## src/rtl/bcd_entry_to_bin.sv

```systemverilog
// Iterative four-digit BCD to 10-bit binary converter.
// Signed or unsigned result with range and digit checks.
module bcd_entry_to_bin #(
  parameter int DIGITS = 4,
  parameter int WIDTH  = 10
) (
  input  logic                  CLOCK_50,
  input  logic                  rst,
  input  logic                  start,
  input  logic                  mode_unsigned,
  input  logic                  negative,
  input  logic [4*DIGITS-1:0]   bcd_in,
  output logic                  busy,
  output logic                  done,
  output logic [WIDTH-1:0]      value,
  output logic                  error
);

  localparam int AW = $clog2(10 ** DIGITS);
  localparam int IW = (DIGITS > 1) ? $clog2(DIGITS) : 1;

  localparam logic [AW-1:0] LIM_U   = AW'(2 ** WIDTH - 1);
  localparam logic [AW-1:0] LIM_POS = AW'(2 ** (WIDTH - 1) - 1);
  localparam logic [AW-1:0] LIM_NEG = AW'(2 ** (WIDTH - 1));

  typedef enum logic [1:0] {
    IDLE  = 2'd0,
    ACCUM = 2'd1,
    CHECK = 2'd2
  } state_t;

  state_t                r_state;
  logic [4*DIGITS-1:0]   r_bcd;
  logic                  r_neg;
  logic                  r_mu;
  logic [AW-1:0]         r_acc;
  logic [IW-1:0]         r_idx;
  logic                  r_bad;
  logic                  r_done;
  logic [WIDTH-1:0]      r_value;
  logic                  r_error;

  state_t                w_state_nx;
  logic [4*DIGITS-1:0]   w_bcd_nx;
  logic                  w_neg_nx;
  logic                  w_mu_nx;
  logic [AW-1:0]         w_acc_nx;
  logic [IW-1:0]         w_idx_nx;
  logic                  w_bad_nx;
  logic                  w_done_nx;
  logic [WIDTH-1:0]      w_value_nx;
  logic                  w_error_nx;

  logic [3:0]            w_digit;
  logic [AW-1:0]         w_limit;
  logic [WIDTH-1:0]      w_twos;

  assign w_digit = r_bcd[{r_idx, 2'b00} +: 4];
  assign w_twos  = WIDTH'(0) - r_acc[WIDTH-1:0];

  always_comb begin
    w_limit = LIM_U;
    if (!r_mu) begin
      w_limit = r_neg ? LIM_NEG : LIM_POS;
    end
  end

  always_comb begin
    w_state_nx = r_state;
    w_bcd_nx   = r_bcd;
    w_neg_nx   = r_neg;
    w_mu_nx    = r_mu;
    w_acc_nx   = r_acc;
    w_idx_nx   = r_idx;
    w_bad_nx   = r_bad;
    w_done_nx  = 1'b0;
    w_value_nx = r_value;
    w_error_nx = r_error;
    unique case (r_state)
      IDLE: begin
        if (start) begin
          w_bcd_nx   = bcd_in;
          w_neg_nx   = negative;
          w_mu_nx    = mode_unsigned;
          w_acc_nx   = '0;
          w_idx_nx   = IW'(DIGITS - 1);
          w_bad_nx   = 1'b0;
          w_state_nx = ACCUM;
        end
      end
      ACCUM: begin
        w_acc_nx = r_acc * AW'(10) + AW'(w_digit);
        if (w_digit > 4'd9) begin
          w_bad_nx = 1'b1;
        end
        if (r_idx == '0) begin
          w_state_nx = CHECK;
        end else begin
          w_idx_nx = r_idx - 1'b1;
        end
      end
      CHECK: begin
        // negative zero falls out of the two's complement as plain zero
        if (r_bad || (r_acc > w_limit)) begin
          w_error_nx = 1'b1;
          w_value_nx = '0;
        end else if (!r_mu && r_neg) begin
          w_error_nx = 1'b0;
          w_value_nx = w_twos;
        end else begin
          w_error_nx = 1'b0;
          w_value_nx = r_acc[WIDTH-1:0];
        end
        w_done_nx  = 1'b1;
        w_state_nx = IDLE;
      end
      default: begin
        w_state_nx = IDLE;
      end
    endcase
  end

  always_ff @(posedge CLOCK_50) begin
    if (rst) begin
      r_state <= IDLE;
      r_bcd   <= '0;
      r_neg   <= 1'b0;
      r_mu    <= 1'b0;
      r_acc   <= '0;
      r_idx   <= '0;
      r_bad   <= 1'b0;
      r_done  <= 1'b0;
      r_value <= '0;
      r_error <= 1'b0;
    end else begin
      r_state <= w_state_nx;
      r_bcd   <= w_bcd_nx;
      r_neg   <= w_neg_nx;
      r_mu    <= w_mu_nx;
      r_acc   <= w_acc_nx;
      r_idx   <= w_idx_nx;
      r_bad   <= w_bad_nx;
      r_done  <= w_done_nx;
      r_value <= w_value_nx;
      r_error <= w_error_nx;
    end
  end

  assign busy  = (r_state != IDLE);
  assign done  = r_done;
  assign value = r_value;
  assign error = r_error;

endmodule

```

## config.mk

```make
export PLATFORM = sky130hd
export DESIGN_NAME = bcd_entry_to_bin
export DESIGN_NICKNAME = d
export VERILOG_FILES = /design/src/rtl/bcd_entry_to_bin.sv
export SDC_FILE = /design/constraint.sdc
export NUM_CORES = 1
export LEC_CHECK = 0
export ABC_AREA = 0
export CORE_UTILIZATION = 45
export CTS_CLUSTER_DIAMETER = 40
export DETAILED_ROUTE_END_ITERATION = 8
export MAX_ROUTING_LAYER = met4
export PLACE_DENSITY = 0.69
export SLEW_MARGIN = 20
export SYNTH_ARGS = -nofsm -noshare
export SYNTH_HDL_FRONTEND = slang
export SYNTH_SLANG_ARGS = --single-unit
export TNS_END_PERCENT = 50
```

## constraint.sdc

```tcl
create_clock -name CLOCK_50 -period 2.8 [get_ports CLOCK_50]
set_input_delay 0.56 -clock CLOCK_50 [delete_from_list [all_inputs] [get_ports CLOCK_50]]
set_output_delay 0.56 -clock CLOCK_50 [all_outputs]
set_load 0.01 [all_outputs]
```

After elaboration in Yosys (flattened, before gate mapping)
Index checks and enable logic that the tools add are counted.

Shift operators: 1. $add $sub $neg: 3. Bitwise gates (word level): 0. Reductions and logical operators: 12. Multiply operators: 1. Div/mod/pow operators: 0. Magnitude comparators: 2. Muxes and demuxes: 17. Equal/unequal tests: 6.

Operator list (number): $mux 10 (4); $pmux 14 s2 (1); $shiftx 16x5->4 (1); $add 14x4->14 (1); $gt 14x14->1 (1); $mul 14x3->13 const B (1); $mux 14 (1); $sub 1x10->10 const A (1); $mux 2 (4); $ne 2x2->1 const B (4); $pmux 2 s2 (2); $reduce_and 2->1 (3); $reduce_and 3->1 (2); $gt 4x4->1 const B (1); $logic_not 2->1 (2); $mux 1 (4); $reduce_bool 2->1 (2); $eq 2x1->1 const B (1); $eq 2x2->1 const B (1); $pmux 1 s2 (1); $sub 2x1->2 const B (1); $logic_and 1x1->1 (1); $logic_not 1->1 (1); $logic_or 1x1->1 (1).

Bits of input ports: 21. Logic and storage cells: 52. Bits in latches: 0. Memory bits (read-only): 0. Output and inout bits: 13. Memories: 0. Bits in writable memories: 0. Register bits after elaboration: 49.

Longest topological paths before layout
Depth in word-level cells: 5. Depth in mapped cells: 11. Mapped depth without buffers: 10.

Worst setup path after synthesis
OpenSTA, ideal clock, no wires.

Kind: reg2reg. From: reg r_idx[0]. To: reg r_acc[13]. Path buffers: 1. Slack: -0.026 ns. Data arrival time: 2.709 ns. Stages on the path, launching flop included: 11. Period minus slack after synthesis: 2.826 ns. Library setup time: 0.117 ns. Data required time: 2.683 ns. Cell sequence: dfxtp_1 clkbuf_1 mux4_2 ha_1 fa_1 a21oi_1 nor4_4 and4_1 nand4_2 xnor2_1 a22o_1.

Cells in the longest elaborated chain, start to end: 3.

Ends and longest elaborated chain: from (decl) (line 37) `logic [IW-1:0] r_idx;`; from (signal assigned) (line 141) `r_idx <= w_idx_nx;`; $shiftx 16x5->4 (line 58) `assign w_digit = r_bcd[{r_idx, 2'b00} +: 4];`; $add 14x4->14 (line 92) `w_acc_nx = r_acc * AW'(10) + AW'(w_digit);`; $pmux 14 s2 (line 79) `unique case (r_state)`; to (signal assigned) (line 140) `r_acc <= w_acc_nx;`; to (decl) (line 36) `logic [AW-1:0] r_acc;`.

No other way between the ends. A chain may end at the register's enable or synchronous reset.

Worst setup path in the final report
From: reg r_acc[3]. To: reg r_acc[13].

Cells in the longest elaborated chain, start to end: 3.

Ends and longest elaborated chain (line): $mul 14x3->13 (92); $add 14x4->14 (92); $pmux 14 s2 (79).

No other way between the ends.

==> results.sh <==
export IMPL_outcome="finished, final reports clean"
export IMPL_synth_edf_count=0
export IMPL_netlist_instances=365
export IMPL_die_h_microns=85.0
export IMPL_syn_avg_cell_area_sq_um=8.50
export IMPL_dieArea_sq_mm=0.00723
export IMPL_cts_sinks=49
export IMPL_synth_most_common_cell="nand2_1"
export IMPL_route_vias_total=2733
export IMPL_synth_top_cells_by_area="dfxtp_1, ha_1, nand2_1"
export IMPL_first_pass_iters=4
export IMPL_synthTopCellsByCount="nand2_1, dfxtp_1, a21oi_1, ha_1, nor2_1"
export IMPL_first_iter_violations=109
export IMPL_clockBufferDepth=2
export IMPL_yosysWarnings=0
export IMPL_hold_buffers=0
export IMPL_area_growth_pct=23.3
export IMPL_period_needed_ns=2.69
export IMPL_whs_path_depth=2
export IMPL_crit_required_ns=3.00
export IMPL_root_buffer="clkbuf_8"
export IMPL_sw_frac_of_total=0.268
export IMPL_power_mw=1.52
export IMPL_io_buffers=33
export IMPL_ys_ff_latch=49
export IMPL_drc=0
export IMPL_start_util=0.478
export IMPL_post_route_cell_area_sq_mm=0.00382
export IMPL_synth_flop_cell="dfxtp_1"
export IMPL_seq_power_share=0.492
export IMPL_synth_top_cell_by_area="dfxtp_1"
export IMPL_end_kind="register"
export IMPL_power_density_mw_per_mm2=398
export IMPL_track_usage=0.209
export IMPL_ir_worst_vdd_mv=0.211
export IMPL_finalSetupViolCount=0
export IMPL_worst_pin_slew_ns=0.718
export IMPL_grt_pass1_vias=2595
export IMPL_hold_path_class="register to register"
export IMPL_place_area_sq_mm=0.00361
export IMPL_post_dp_hpwl_mm=5.23
export IMPL_netSwitchingPower_mw=0.407
export IMPL_max_freq_ghz=0.372
export IMPL_n_antenna_cell=0
export IMPL_cts_tree="yes"
export IMPL_vias_per_cell=5.55
export IMPL_drtAntennaViolNets=0
export IMPL_report_final_slew_viol_count=0
export IMPL_syn_area_sq_mm=0.00310
export IMPL_synth_distinct_cells=54
export IMPL_clk_pin_slew_ns=0.10
export IMPL_overflow=0
export IMPL_clkPwrFrac=0.340
export IMPL_boundaryPins=34
export IMPL_power_leakage_nw=1.58
export IMPL_layout_drive_gt1_share=0.149
export IMPL_cp_max_fo=4
export IMPL_synth_top_area_frac=0.316
export IMPL_worstSetupStartpointType="register"
export IMPL_routabilityCongestion=0.875
export IMPL_finalNetCount=471
export IMPL_grt_first_pass_wirelength_mm=11.7
export IMPL_clock_skew_ns=0.00781
export IMPL_reg2reg_depth=11
export IMPL_timing_final_crit_share=0.961
export IMPL_rows=29
export IMPL_ys_seq_area_frac=0.316
export IMPL_hold_viol_final=0
export IMPL_syn_nets=422
export IMPL_crit_arrival_ns=2.89
export IMPL_cts_max_level=2
export IMPL_p_comb_frac=0.168
export IMPL_antenna_found_initial=0
export IMPL_max_cap_viol_count=0
export IMPL_core_area_sq_mm=0.00649
export IMPL_insertion_delay_ns=0.31
export IMPL_wirelength_mm=6.96
export IMPL_grt_max_degree=25
export IMPL_numCtsBuffers=5
export IMPL_synth_async_reset_ratio=0
export IMPL_slew_headroom=0.521
export IMPL_p_int_mw=1.11
export IMPL_criticalPathCategory="register to register"
export IMPL_die_w_microns=85.0
export IMPL_routedWlPerCell_microns=14.1
==> through the flow <==
step,std cells,hold WS [ns],TNS [ns],utilization,worst slack [ns]
2_1_floorplan,365,0.427,-0.0255,-,-0.0255
5_1_grt,492,0.477,-0.00883,0.589,-0.00749
3_3_place_gp,482,0.433,0,0.556,0.0684
6_report,492,0.456,0,0.589,0.110
3_5_place_dp,482,0.441,0,0.556,0.0218
4_1_cts,490,0.460,0,0.574,0.00308
==> cell type report <==
class / instances / area [sq um]
Clock buffer: 6 / 72.6
Clock inverter: 2 / 38.8
Fill cell: 585 / 2670
Inverter: 9 / 33.8
Multi-Input combinational cell: 292 / 2080
Sequential cell: 49 / 986
Tap cell: 77 / 96.3
Timing Repair Buffer: 57 / 514
==> cell usage in the layout (no fill, tap or decap), types with 2 or more instances in the layout <==
cell type	netlist	routed
xor2_1	6	5
clkbuf_8	2	5
nor2_1	20	20
nor2b_1	5	5
o31ai_1	2	2
ha_1	34	31
a311oi_1	2	2
or4_1	2	2
o21ai_0	13	13
nand4_1	4	4
a22o_1	2	2
and2_1	2	2
clkdlybuf4s50_1	0	33
a21oi_1	45	43
buf_4	0	23
a31oi_1	3	3
dfxtp_2	0	4
xnor2_1	17	16
nor3_1	5	5
and3_1	3	3
a21oi_2	0	2
dfxtp_1	49	45
o211ai_1	4	4
inv_1	9	9
o21bai_1	2	2
nand3_1	17	17
ha_4	0	3
nand2b_1	4	4
mux4_2	4	4
a211oi_1	4	3
nand2_1	62	62
nor4_4	1	2
o21a_1	2	2
a21o_1	4	4
==> worst paths after layout <==
check | startpoint | slack [ns] | end
setup / recovery | r_acc[3] | 0.11 | r_acc[13]
hold / removal | value[8] | 0.46 | value[8]
setup reg to reg | r_acc[3] | 0.11 | r_acc[13]
hold reg to reg | value[8] | 0.46 | value[8]
==> flip-flops by register name, summed over array words and instances (netlist names) <==
signal,flops
error,1
r_bad,1
done,1
r_idx,2
r_state,2
r_bcd,16
r_neg,1
r_mu,1
value,10
r_acc,14
==> repair_timing <==
action | 4_1_cts | 5_1_grt
setup buffers | 0 | 2
endpoints found under the hold margin | 0 | 0
setup endpoints to repair | 2 | 5
resized for setup | 1 | 17
pin swaps | 0 | 7
==> critical path, cell delays in order (launching register included) <==
cell	delay, ns
dfxtp_2	0.35
ha_4	0.25
ha_4	0.17
fa_2	0.41
buf_6	0.13
xor2_2	0.14
nand3_2	0.14
nor4_4	0.29
and4_1	0.25
nand4_2	0.11
xnor2_1	0.14
a22o_1	0.20
==> metal layers <==
layer	up-vias	GRT usage	wire length [microns]
li1	1401	-	-
met3	9	0.0389	250
met5	-	-	0
met4	0	0.0616	104
met2	41	0.345	3300
met1	1282	0.259	3310
==> logic make-up after synthesis <==
logic type | synth area share
simple gates | 0.228
compound gates | 0.174
flops | 0.316
fa+ha+maj | 0.150
buf+inv | 0.0383
xor+xnor | 0.0649
mux | 0.0290
==> power groups by stage <==
stage               Combinational, mW  Clock (mW)  Sequential, mW
floorplan                       0.169           0           0.758
global placement                0.243           0           0.762
detailed placement              0.249           0           0.763
CTS                             0.250       0.521           0.747
global route                    0.284       0.557           0.753
finish                          0.255       0.516           0.749
Note: power is estimated with default switching activity, not from simulation.
